<file path="src/rtl/hex_display_pkg.sv">
// Shared types and constants for the multiplexed hex display driver.
package hex_display_pkg;

  typedef enum logic [1:0] {IDLE, GAP, SHOW} state_e;

  // Active-high {g,f,e,d,c,b,a}; index 15 is leftmost in the packed literal.
  localparam logic [15:0][6:0] SEG_LUT = {
    7'h71, 7'h79, 7'h5E, 7'h39, 7'h7C, 7'h77, 7'h6F, 7'h7F,
    7'h07, 7'h7D, 7'h6D, 7'h66, 7'h4F, 7'h5B, 7'h06, 7'h3F
  };

  function automatic logic [6:0] seg_polarity(input logic [6:0] seg, input logic active_low);
    return active_low ? ~seg : seg;
  endfunction

endpackage

</file>
<file path="src/rtl/hex_seg_decode.sv">
// Combinational hex nibble to active-high 7-segment pattern.
module hex_seg_decode
  import hex_display_pkg::*;
(
  input  logic [3:0] nibble_i,
  output logic [6:0] seg_o
);

  assign seg_o = SEG_LUT[nibble_i];

endmodule

</file>
<file path="src/rtl/hex_display_mux.sv">
// Time-multiplexed common-anode hex display scanner with blanking gap,
// leading-zero suppression, decimal points and a frame-done pulse.
module hex_display_mux
  import hex_display_pkg::*;
#(
  parameter int DIGITS         = 4,
  parameter int SLOT_CYCLES    = 50000,
  parameter int GAP_CYCLES     = 500,
  parameter int SEG_ACTIVE_LOW = 1,
  parameter int AN_ACTIVE_LOW  = 1
) (
  input  logic                  clk,
  input  logic                  rst_n,
  input  logic                  enable,
  input  logic                  load,
  input  logic [4*DIGITS-1:0]   value,
  input  logic [DIGITS-1:0]     dp_mask,
  input  logic                  lz_blank,
  output logic [6:0]            segments,
  output logic                  dp,
  output logic [DIGITS-1:0]     anodes,
  output logic                  frame_done
);

  localparam int IW = (DIGITS > 1) ? $clog2(DIGITS) : 1;
  localparam int CW = $clog2(SLOT_CYCLES);
  localparam logic SEG_INV = (SEG_ACTIVE_LOW != 0);
  localparam logic AN_INV  = (AN_ACTIVE_LOW != 0);
  localparam logic [IW-1:0] LAST_IDX = IW'(DIGITS - 1);
  localparam logic [CW-1:0] GAP_END  = CW'(GAP_CYCLES - 1);
  localparam logic [CW-1:0] SLOT_END = CW'(SLOT_CYCLES - 1);

  state_e                  state_q, state_d;
  logic [CW-1:0]           cnt_q, cnt_d;
  logic [IW-1:0]           idx_q, idx_d;
  logic [DIGITS-1:0][3:0]  val_q;
  logic [DIGITS-1:0]       dpm_q;
  logic [6:0]              seg_q, seg_d;
  logic                    dp_q, dp_d;
  logic [DIGITS-1:0]       an_q, an_d;
  logic                    fd_q, fd_d;
  logic [6:0]              dec;
  logic                    blank;
  logic [DIGITS-1:0]       onehot;

  hex_seg_decode u_dec (.nibble_i(val_q[idx_q]), .seg_o(dec));

  // Blank digit idx when it and every more-significant nibble are zero.
  always_comb begin
    blank = 1'b0;
    if (lz_blank && idx_q != '0) begin
      blank = 1'b1;
      for (int i = 0; i < DIGITS; i++)
        if (i >= int'(idx_q) && val_q[i] != 4'h0) blank = 1'b0;
    end
  end

  always_comb begin
    state_d = state_q;
    cnt_d   = cnt_q;
    idx_d   = idx_q;
    fd_d    = 1'b0;
    if (!enable) begin
      state_d = IDLE;
      cnt_d   = '0;
      idx_d   = '0;
    end else begin
      case (state_q)
        IDLE: state_d = GAP;
        GAP: begin
          cnt_d = cnt_q + 1'b1;
          if (cnt_q == GAP_END) state_d = SHOW;
        end
        SHOW: begin
          if (cnt_q == SLOT_END) begin
            state_d = GAP;
            cnt_d   = '0;
            idx_d   = (idx_q == LAST_IDX) ? '0 : idx_q + 1'b1;
            fd_d    = (idx_q == LAST_IDX);
          end else begin
            cnt_d = cnt_q + 1'b1;
          end
        end
        default: state_d = IDLE;
      endcase
    end
  end

  // Segment/dp captured only on GAP->SHOW so a load never alters a live slot.
  always_comb begin
    onehot = {{(DIGITS-1){1'b0}}, 1'b1} << idx_d;
    an_d   = {DIGITS{AN_INV}};
    seg_d  = seg_polarity(7'h00, SEG_INV);
    dp_d   = SEG_INV;
    if (state_d == SHOW) begin
      an_d = onehot ^ {DIGITS{AN_INV}};
      if (state_q == GAP) begin
        seg_d = seg_polarity(blank ? 7'h00 : dec, SEG_INV);
        dp_d  = SEG_INV ^ dpm_q[idx_q];
      end else begin
        seg_d = seg_q;
        dp_d  = dp_q;
      end
    end
  end

  always_ff @(posedge clk or negedge rst_n) begin
    if (!rst_n) begin
      state_q <= IDLE;
      cnt_q   <= '0;
      idx_q   <= '0;
      val_q   <= '0;
      dpm_q   <= '0;
      seg_q   <= seg_polarity(7'h00, SEG_INV);
      dp_q    <= SEG_INV;
      an_q    <= {DIGITS{AN_INV}};
      fd_q    <= 1'b0;
    end else begin
      state_q <= state_d;
      cnt_q   <= cnt_d;
      idx_q   <= idx_d;
      seg_q   <= seg_d;
      dp_q    <= dp_d;
      an_q    <= an_d;
      fd_q    <= fd_d;
      if (load) begin
        val_q <= value;
        dpm_q <= dp_mask;
      end
    end
  end

  assign segments   = seg_q;
  assign dp         = dp_q;
  assign anodes     = an_q;
  assign frame_done = fd_q;

endmodule
</file>
<file path="config.mk">
export PLATFORM = sky130hd
export DESIGN_NAME = hex_display_mux
export DESIGN_NICKNAME = d
export VERILOG_FILES = /design/src/rtl/hex_display_pkg.sv /design/src/rtl/hex_seg_decode.sv /design/src/rtl/hex_display_mux.sv
export SDC_FILE = /design/constraint.sdc
export NUM_CORES = 1
export LEC_CHECK = 0
export ABC_CLOCK_PERIOD_IN_PS = 2000
export BUFFER_PORTS_ARGS = -buffer_cell sky130_fd_sc_hd__buf_2
export CAP_MARGIN = 20
export CORE_ASPECT_RATIO = 2
export CORE_MARGIN = 5
export CORE_UTILIZATION = 40
export DETAILED_ROUTE_END_ITERATION = 7
export HOLD_SLACK_MARGIN = 0.06
export PLACE_DENSITY = 0.64
export SETUP_SLACK_MARGIN = 0.5
export SLEW_MARGIN = 20
export SYNTH_ARGS = -nofsm -noshare
export SYNTH_HDL_FRONTEND = slang
export SYNTH_SLANG_ARGS = --single-unit
</file>
<file path="constraint.sdc">
create_clock -name clk -period 2 [get_ports clk]
set_input_delay 0.4 -clock clk [delete_from_list [all_inputs] [get_ports clk]]
set_output_delay 0.4 -clock clk [all_outputs]
set_load 0.01 [all_outputs]
</file>
* Word level (Yosys, flattened, before mapping)
Memory sizes are Yosys's and may differ from the RTL's. Index checks and enable logic that the tools add are counted.
Storage, ports and cells: logic and storage cells 72, bits in registers 53, memories kept 1, input port bits 25, memory bits (read-only) 112, output and inout port bits 13
Cells by class: equal/unequal tests 8, $add $sub $neg 2, muxes and demuxes 30, bitwise gates (word level) 3, reduce and logical (&&, ||, !) cells 10, magnitude comparators 5, shift operators 1
Memories:
- (no name shown) | depth 16, width 7, rd ports 1, clocked after memory_dff 0, wr ports 0, line hex_seg_decode.sv:9 | assign seg_o = SEG_LUT[nibble_i];
Operators with widths (count):
- 16-bit 2-to-1 mux | 2
- 16-bit one-hot mux with 2 select lines | 1
- 7-bit 2-to-1 mux | 4
- 16-bit by 1-bit adder with 16-bit output, second input constant | 1
- 16-bit == test, second input constant | 1
- 16-bit by 9-bit == test with 1-bit output, second input constant | 1
- 4-bit nonzero test | 4
- 2-bit 2-to-1 mux | 7
- 1-bit 2-to-1 mux | 11
- 4-bit binary-select mux with 2-bit select | 1
- 4-bit 2-to-1 mux | 2
- 7-bit inverter | 1
- 2-bit == test, second input constant | 3
- 2-bit one-hot mux with 3 select lines | 1
- 4-bit by 5-bit less-than comparator with 1-bit output, second input constant | 1
- 1-bit by 2-bit >= comparator with 1-bit output, first input constant | 2
- 1-bit logical AND | 4
- 4-bit inverter | 1
- 1-bit by 2-bit left shift with 4-bit output, first input constant | 1
- 2-bit by 3-bit less-than comparator with 1-bit output, second input constant | 1
- 3-bit by 1-bit inequality test with 1-bit output, second input constant | 1
- 2-bit by 1-bit adder with 2-bit output, second input constant | 1
- 1-bit binary-select mux with 2-bit select | 1
- 2-bit by 1-bit == test with 1-bit output, second input constant | 1
- other kinds (5) | 5

* Logic depth before layout (Yosys ltp)
Gate-level depths: netlist (run 1).
word-level depth 11, gate-level depth with buffers 9, depth with buffers taken out 8

* Modules after synthesis
A second synthesis (run 1) with hierarchy kept.
Unflattened totals: cells, all modules 239, area, all modules 2860.2 um2
Modules (own cells, without submodules):
- hex_display_mux | cells each 206, times used 1, area an instance 2577.5 um2, seq. area each 1341.3 um2
- hex_seg_decode | cells each 33, times used 1, area an instance 282.8 um2, seq. area each 0.0 um2

* Least setup slack after synthesis (run 1)
Ideal clock, no wire load.
kind flip-flop to flip-flop, start point register cnt_q[0], end point register an_q[0], in the netlist anodes[0], library setup time 0.088 ns, setup slack -0.145 ns, arrival 2.057 ns, required time 1.912 ns, stages on the path, launching flop included 7, cells stage by stage dfrtp_1 > ha_1 > or3b_1 > or3_4 > nor4_4 > a31o_2 > or3b_1
On the way: word-level cells in the longest chain between the ends 7, elaborated cells on any way between the ends 13, classes of those cells 3 x eq/ne; 1 x shift; 8 x mux; 1 x bitwise
Ends and longest elaborated chain:
- from (decl) | line hex_display_mux.sv:34 | logic [CW-1:0] cnt_q, cnt_d;
- from (signal assigned) | line hex_display_mux.sv:120 | cnt_q <= cnt_d;
- branches (longest 6 deep; another with 16-bit == test)
- 4-bit 2-to-1 mux (*) | line hex_display_mux.sv:95 | if (state_d == SHOW) begin
- net an_d[0] | line hex_display_mux.sv:40 | logic [DIGITS-1:0] an_q, an_d;
- to (signal assigned) | line hex_display_mux.sv:116 | an_q <= {DIGITS{AN_INV}};
- to (signal assigned) | line hex_display_mux.sv:124 | an_q <= an_d;
- to (decl) | line hex_display_mux.sv:40
Mark *: on every way through the listed nets, which the timed path passes. A chain may end at the register's enable or synchronous reset.

* Worst setup path after layout (run 1)
Same ends and word-level chain as after synthesis.

==> results of run 1 <==
==> flip-flops by register name (all words and copies together), names as in the netlist, 2 cells and up <==
register	count
anodes	4
cnt_q	16
dpm_q	4
idx_q	2
segments	7
state_q	2
val_q	16
==> critical path: cells and delay by family, from the launching register on <==
family          cells  cell delay, ps
simple gates        4            1270
fa+ha+maj           1             180
compound gates      1             220
flops               1             350
==> area by class of cell <==
type	count	area (um^2)	area share, %
clock buffers	5	125	3.51
clock inverters	3	17.5	0.491
inverters	11	41.3	1.16
multi-input cells	179	1480	41.5
flip-flops and latches	53	1340	37.6
well taps	90	113	3.16
repair buffers	68	445	12.5
==> worst max path at each step <==
| stage | slack, ps | to | start |
|---|---|---|---|
| 2_1_floorplan | -50 | anodes[0] | cnt_q[0] |
| 5_1_grt | -180 | anodes[0] | cnt_q[1] |
| 6_report | -100 | anodes[0] | cnt_q[0] |
| 3_5_place_dp | -90 | anodes[0] | cnt_q[0] |
| 4_1_cts | -80 | anodes[0] | cnt_q[0] |
| 3_3_place_gp | -20 | anodes[0] | cnt_q[1] |
==> per-layer routing <==
layer | wire (um) | track usage, % | vias up
met4 | 252 | 7.83 | 0
met5 | 0 | 0 | -
met2 | 3930 | 31.1 | 45
li1 | - | - | 1022
met3 | 189 | 2.97 | 19
met1 | 2120 | 14.7 | 1038
==> timing repair <==
item,CTS,global route
pin swaps,2,2
cloned,1,0
endpoints found under the setup margin,33,33
resized for setup,13,7
setup buffers,6,3
==> report_power, final <==
group | switching, W | internal (W) | leakage (nW)
Combinational | 0.000154 | 0.000165 | 0.821
Sequential | 0.0000438 | 0.00112 | 0.647
Clock | 0.000385 | 0.000460 | 0.0696
==> layout by cell type, fill, tap and decap left out, drive strengths merged, types with 7 or more instances in the layout <==
| cell | netlist | final |
|---|---|---|
| mux2 | 22 | 22 |
| nand2 | 24 | 24 |
| nand3 | 10 | 10 |
| nor2 | 23 | 23 |
| ha | 10 | 10 |
| inv | 11 | 11 |
| o22ai | 7 | 7 |
| dfrtp | 41 | 41 |
| o21ai | 8 | 8 |
| buf | 5 | 68 |
| dfstp | 12 | 12 |
| xnor2 | 7 | 7 |
| xor2 | 11 | 11 |
==> through the flow <==
| stage | utilization [%] | instances | TNS, ps |
|---|---|---|---|
| final | 51.8 | 409 | -715 |
| after floorplan | - | 253 | -50.3 |
| after global placement | 47.6 | 391 | -22.1 |
| after CTS | 51.0 | 406 | -406 |
| after detailed placement | 47.6 | 391 | -349 |
| after global routing | 51.8 | 409 | -1720 |
==> kinds of logic (layout without fill, tap and decap cells) <==
logic type / Yosys count / count (layout)
AOI/OAI and AO/OA: 26 / 26
xor gates and xnor gates: 18 / 18
adders and majority gates: 10 / 10
buffers and inverters: 21 / 87
DFF: 53 / 53
muxes: 33 / 33
and+or+nand+nor: 92 / 92
==> summary.txt, run 1 <==
Outcome
  • Status: complete, but fails checks
  • Failing checks: setup timing

Floorplan
  • Initial Util: 40.8%
  • IO Count: 38
  • Core area: 0.00689 mm^2
  • Die Wd: 69.3 um
  • # rows: 43
  • Die Ht: 129 um
  • DIE AREA: 0.00891 mm^2

STA
  • Final setup viols: 12
  • Final Critical Period: 2100 ps
  • Tightest Pin Transition: 521 ps
  • Final slew viol count: 0
  • Clock Skews: 6.48 ps
  • Final Cycle Share: 105%
  • Slew headroom: 65.2%
  • Final worst slack: -97.2 ps
  • Fmax: 477 MHz
  • Min Hold Slack: 75.6 ps
  • Unrepaired setup endpoints after global routing: yes
  • Final Hold Vio Count: 0

Synthesis
  • Largest family of logic cells by synthesized area: simple AND/OR/NAND/NOR gates
  • Largest area contributor in the netlist: dfrtp_1
  • Post-synthesis mux area share: 15.4%
  • Synth Net Count: 288
  • Cell count after synthesis: 253
  • Post-Synthesis Cell Area: 0.00281 mm^2
  • Commonest cells in the netlist: 41 x dfrtp_1, 24 x nand2_1, 23 x nor2_1
  • Post-synth EDFFs: 0
  • Simple-Gate Fraction of Synth Area: 17.7%
  • Ys flop type: dfrtp_1
  • Yosys reg bits: 53
  • Count leader, synth: dfrtp_1
  • Share of the synthesized area in the top cell type: 36.5%
  • Ys Warns: 0
  • Compound-Gate Fraction of Synth Area: 6.14%
  • Netlist cell types: 43
  • Dominant cells by area after synthesis: dfrtp_1 36%, dfstp_2 11%, mux2_2 8.8%
  • Syn Area/Cell: 11.1 um^2
  • Post-synthesis xor/xnor area fraction: 5.60%
  • Adder-cell share of the synthesized area: 4.45%
  • Sequential fraction of the synthesis area: 47.7%
  • Ys async rst share: 100%

Critical path
  • Worst setup path class: flop to flop
  • Crit start category: flop
  • FF-to-FF End: anodes[0]
  • Reg2reg setup slack: -100 ps
  • Crit path largest cell delay: 400 ps
  • Worst path slowest cell: or3b_4
  • Worst path arrival time: 2310 ps
  • Reg2reg path depth: 6
  • Setup crit end kind: flop
  • Cell Chain, Critical Path: ha_2 -> or3b_4 -> or3_4 -> nor4_4 -> a31o_2 -> or3b_1
  • CP max FO: 3
  • Reg-to-Reg Start: cnt_q[0]
  • WP data required: 2220 ps

Power
  • Post-layout total power: 0.00233 W
  • VDD IR max: 695 uV
  • Pleak: 1.54 nW
  • Pwr/cell area: 653 mW/mm^2

Detailed routing
  • Detailed Routing Iterations Pass 1: 4
  • Total number of vias: 2124
  • Via density: 5.19
  • DRC viols: 0
  • Total Wirelength: 6.50 mm
  • Final ANT Viol Nets: 0
  • Initial drt markers: 55
  • Wirelength per Cell: 15.9 um

Placed design
  • Setup WS pre-CTS: -88.2 ps
  • Area after DPL: 0.00328 mm^2
  • I/O Buffers: 37
  • Post-DP HPWL: 5.02 mm
  • Gp weighted congestion: 0.894

Final layout
  • Final nets: 353
  • Final Instance Area: 0.00357 mm^2
  • Layout cell share with drive strength beyond 1: 43.9%
  • Area Overhead vs Synth: 26.8%
  • Fill count: 683
  • Number of antenna repair diodes: 0

Min path
  • Hold Crit Class: input pin to asynchronous set/reset pin

Clocking
  • CTS clk-pin slew, worst paths: 70 ps
  • CTS root buf: clkbuf_16
  • Clock latency at the later pin of the worst-skew pair: 290 ps
  • TritonCTS Sinks: 53
  • CTS buffer count: 5
  • CTS tree: built
  • CTS H-tree depth: 2
  • Maximum clock path buffer count: 2
  • CTS Hold Bufs: 0

Job
  • Max Cap Violations: 0

GRT
  • Largest net degree at the start of global routing: 33
  • First-pass GRT wire length: 11.0 mm
  • Vias in the first global route: 2285
  • Global Route Usage Sum: 15.6%
  • Total gr overflow: 0
  • Initial antenna violation count: 0
No activity file was read; power rests on OpenSTA's default activity.
==> run 2: changes to the inputs <==
--- a/config.mk
+++ b/config.mk
@@ -13,8 +13,9 @@
 export CORE_UTILIZATION = 40
 export DETAILED_ROUTE_END_ITERATION = 7
 export HOLD_SLACK_MARGIN = 0.06
-export PLACE_DENSITY = 0.64
+export PLACE_DENSITY = 0.72
 export SETUP_SLACK_MARGIN = 0.5
+export SKIP_CTS_REPAIR_TIMING = 1
 export SLEW_MARGIN = 20
 export SYNTH_ARGS = -nofsm -noshare
 export SYNTH_HDL_FRONTEND = slang
==> summary.txt, run 2 (synthesized netlist as in run 1, its figures left out) <==
Outcome
  • Status: complete, but fails checks
  • Failing checks: setup timing

Clocking
  • CTS H-tree depth: 2
  • TritonCTS Sinks: 53
  • Maximum clock path buffer count: 2
  • CTS buffer count: 5
  • CTS tree: built
  • Clock latency at the later pin of the worst-skew pair: 290 ps
  • CTS root buf: clkbuf_16
  • CTS clk-pin slew, worst paths: 70 ps

Job
  • Max Cap Violations: 0

Detailed routing
  • Total Wirelength: 6.56 mm
  • Initial drt markers: 82
  • Final ANT Viol Nets: 0
  • Via density: 5.33
  • Wirelength per Cell: 16.2 um
  • Total number of vias: 2158
  • Detailed Routing Iterations Pass 1: 5
  • DRC viols: 0

Critical path
  • Worst setup path class: flop to flop
  • Worst setup path startpoint: cnt_q[1]
  • Setup crit end kind: flop
  • Worst path arrival time: 2300 ps
  • Worst path slowest cell: or3b_4
  • WP data required: 2220 ps
  • Reg-to-Reg Start: cnt_q[1]
  • CP Buf/Inv Count: 0
  • Crit path largest cell delay: 400 ps
  • Reg2reg setup slack: -80 ps
  • CP delay by family, top: simple AND/OR/NAND/NOR gates
  • Crit start category: flop
  • Cell Chain, Critical Path: ha_2 -> or3b_4 -> or3_4 -> nor4_4 -> a31o_2 -> or3b_1
  • CP max FO: 3

GRT
  • Initial antenna violation count: 0
  • Global Route Usage Sum: 15.3%
  • First-pass GRT wire length: 10.6 mm
  • Total gr overflow: 0
  • Largest net degree at the start of global routing: 33
  • Vias in the first global route: 2251

Final layout
  • Final nets: 349
  • Area Overhead vs Synth: 27.1%
  • Final Instance Area: 0.00358 mm^2
  • Post-Layout Cell Count: 405
  • Number of antenna repair diodes: 0
  • Fill count: 648
  • Most frequent cells in the layout: 40 x dfrtp_1, 37 x buf_2, 24 x buf_4
  • Commonest non-fill, non-tap cell in the layout: dfrtp_1
  • Layout cell share with drive strength beyond 1: 44.1%

Placed design
  • I/O Buffers: 37
  • Placed insts: 391
  • Post-DP HPWL: 5.05 mm
  • Area after DPL: 0.00328 mm^2
  • Setup WS pre-CTS: -77.5 ps
  • Gp weighted congestion: 0.906

STA
  • Final setup viols: 13
  • Final slew viol count: 0
  • Final Cycle Share: 104%
  • Final Critical Period: 2080 ps
  • Final worst slack: -76.6 ps
  • Tightest Pin Transition: 514 ps
  • Fmax: 482 MHz
  • Slew headroom: 65.7%
  • Min Hold Slack: 76.6 ps
  • Unrepaired setup endpoints after global routing: yes
  • Clock Skews: 6.48 ps
  • Final Hold Vio Count: 0

Power
  • Pleak: 1.53 nW
  • VDD IR max: 560 uV
  • Pwr/cell area: 669 mW/mm^2

Floorplan
  • Initial Util: 40.8%
  • IO Count: 38
  • Die Ht: 129 um
  • Die Wd: 69.3 um
  • DIE AREA: 0.00891 mm^2
  • Core area: 0.00689 mm^2
  • # rows: 43

Min path
  • Hold Crit Class: input pin to asynchronous set/reset pin
==> run 2: changes by cell type in the layout (fill, tap and decap cells not counted), moves of 2 or more <==
cell	before	now
clkbuf_8	0	2
nor2_1	23	16
nand2_2	3	1
nor2_2	0	2
nor2_4	0	5
nand3_2	2	0
o21ai_2	3	1
nand3_1	7	10
o21ai_0	3	5
buf_6	4	1
buf_4	26	24
==> run 2: worst register-to-register path, stage by stage (launching register included) <==
cell	delay, ps
dfrtp_1	370
ha_2	190
or3b_4	400
or3_4	360
nor4_4	160
a31o_2	200
or3b_1	340
==> run 2: layer usage <==
layer / global-route usage (%) / wire length (um)
met5: 0 / 0
met4: 8.17 / 200
met3: 2.58 / 240
met2: 31.1 / 3940
met1: 13.7 / 2180
==> run 2: cell type report <==
class,instances,area (um^2),share of cell area [%]
timing repair buffer,63,397,11.1
clock buffer,7,153,4.27
inverter,11,41.3,1.15
multi-input combinational,180,1530,42.7
tap,90,113,3.15
sequential,53,1340,37.5
clock inverter,1,5.00,0.140
==> run 2: per-stage QoR <==
step | utilization [%] | total power (W) | setup TNS [ps]
2_1_floorplan | - | 0.00138 | -50.3
3_3_place_gp | 47.6 | 0.00148 | -38.8
3_5_place_dp | 47.6 | 0.00149 | -301
4_1_cts | 49.9 | 0.00240 | -431
5_1_grt | 51.9 | 0.00252 | -1390
6_report | 51.9 | 0.00239 | -406
==> run 2: power breakdown <==
part           switching, W  internal [W]  leakage (nW)
registers         0.0000425       0.00112         0.647
logic              0.000161      0.000166         0.803
clock network      0.000370      0.000530        0.0799
total              0.000573       0.00182          1.53
==> run 2: path summary, 6_finish.rpt <==
path,depth (start not counted),to
min,1,cnt_q[9]
max in group asynchronous,2,dp
max reg2reg,6,anodes[0]
min in group clk,2,val_q[2]
min reg2reg,1,dpm_q[2]
max,6,anodes[0]
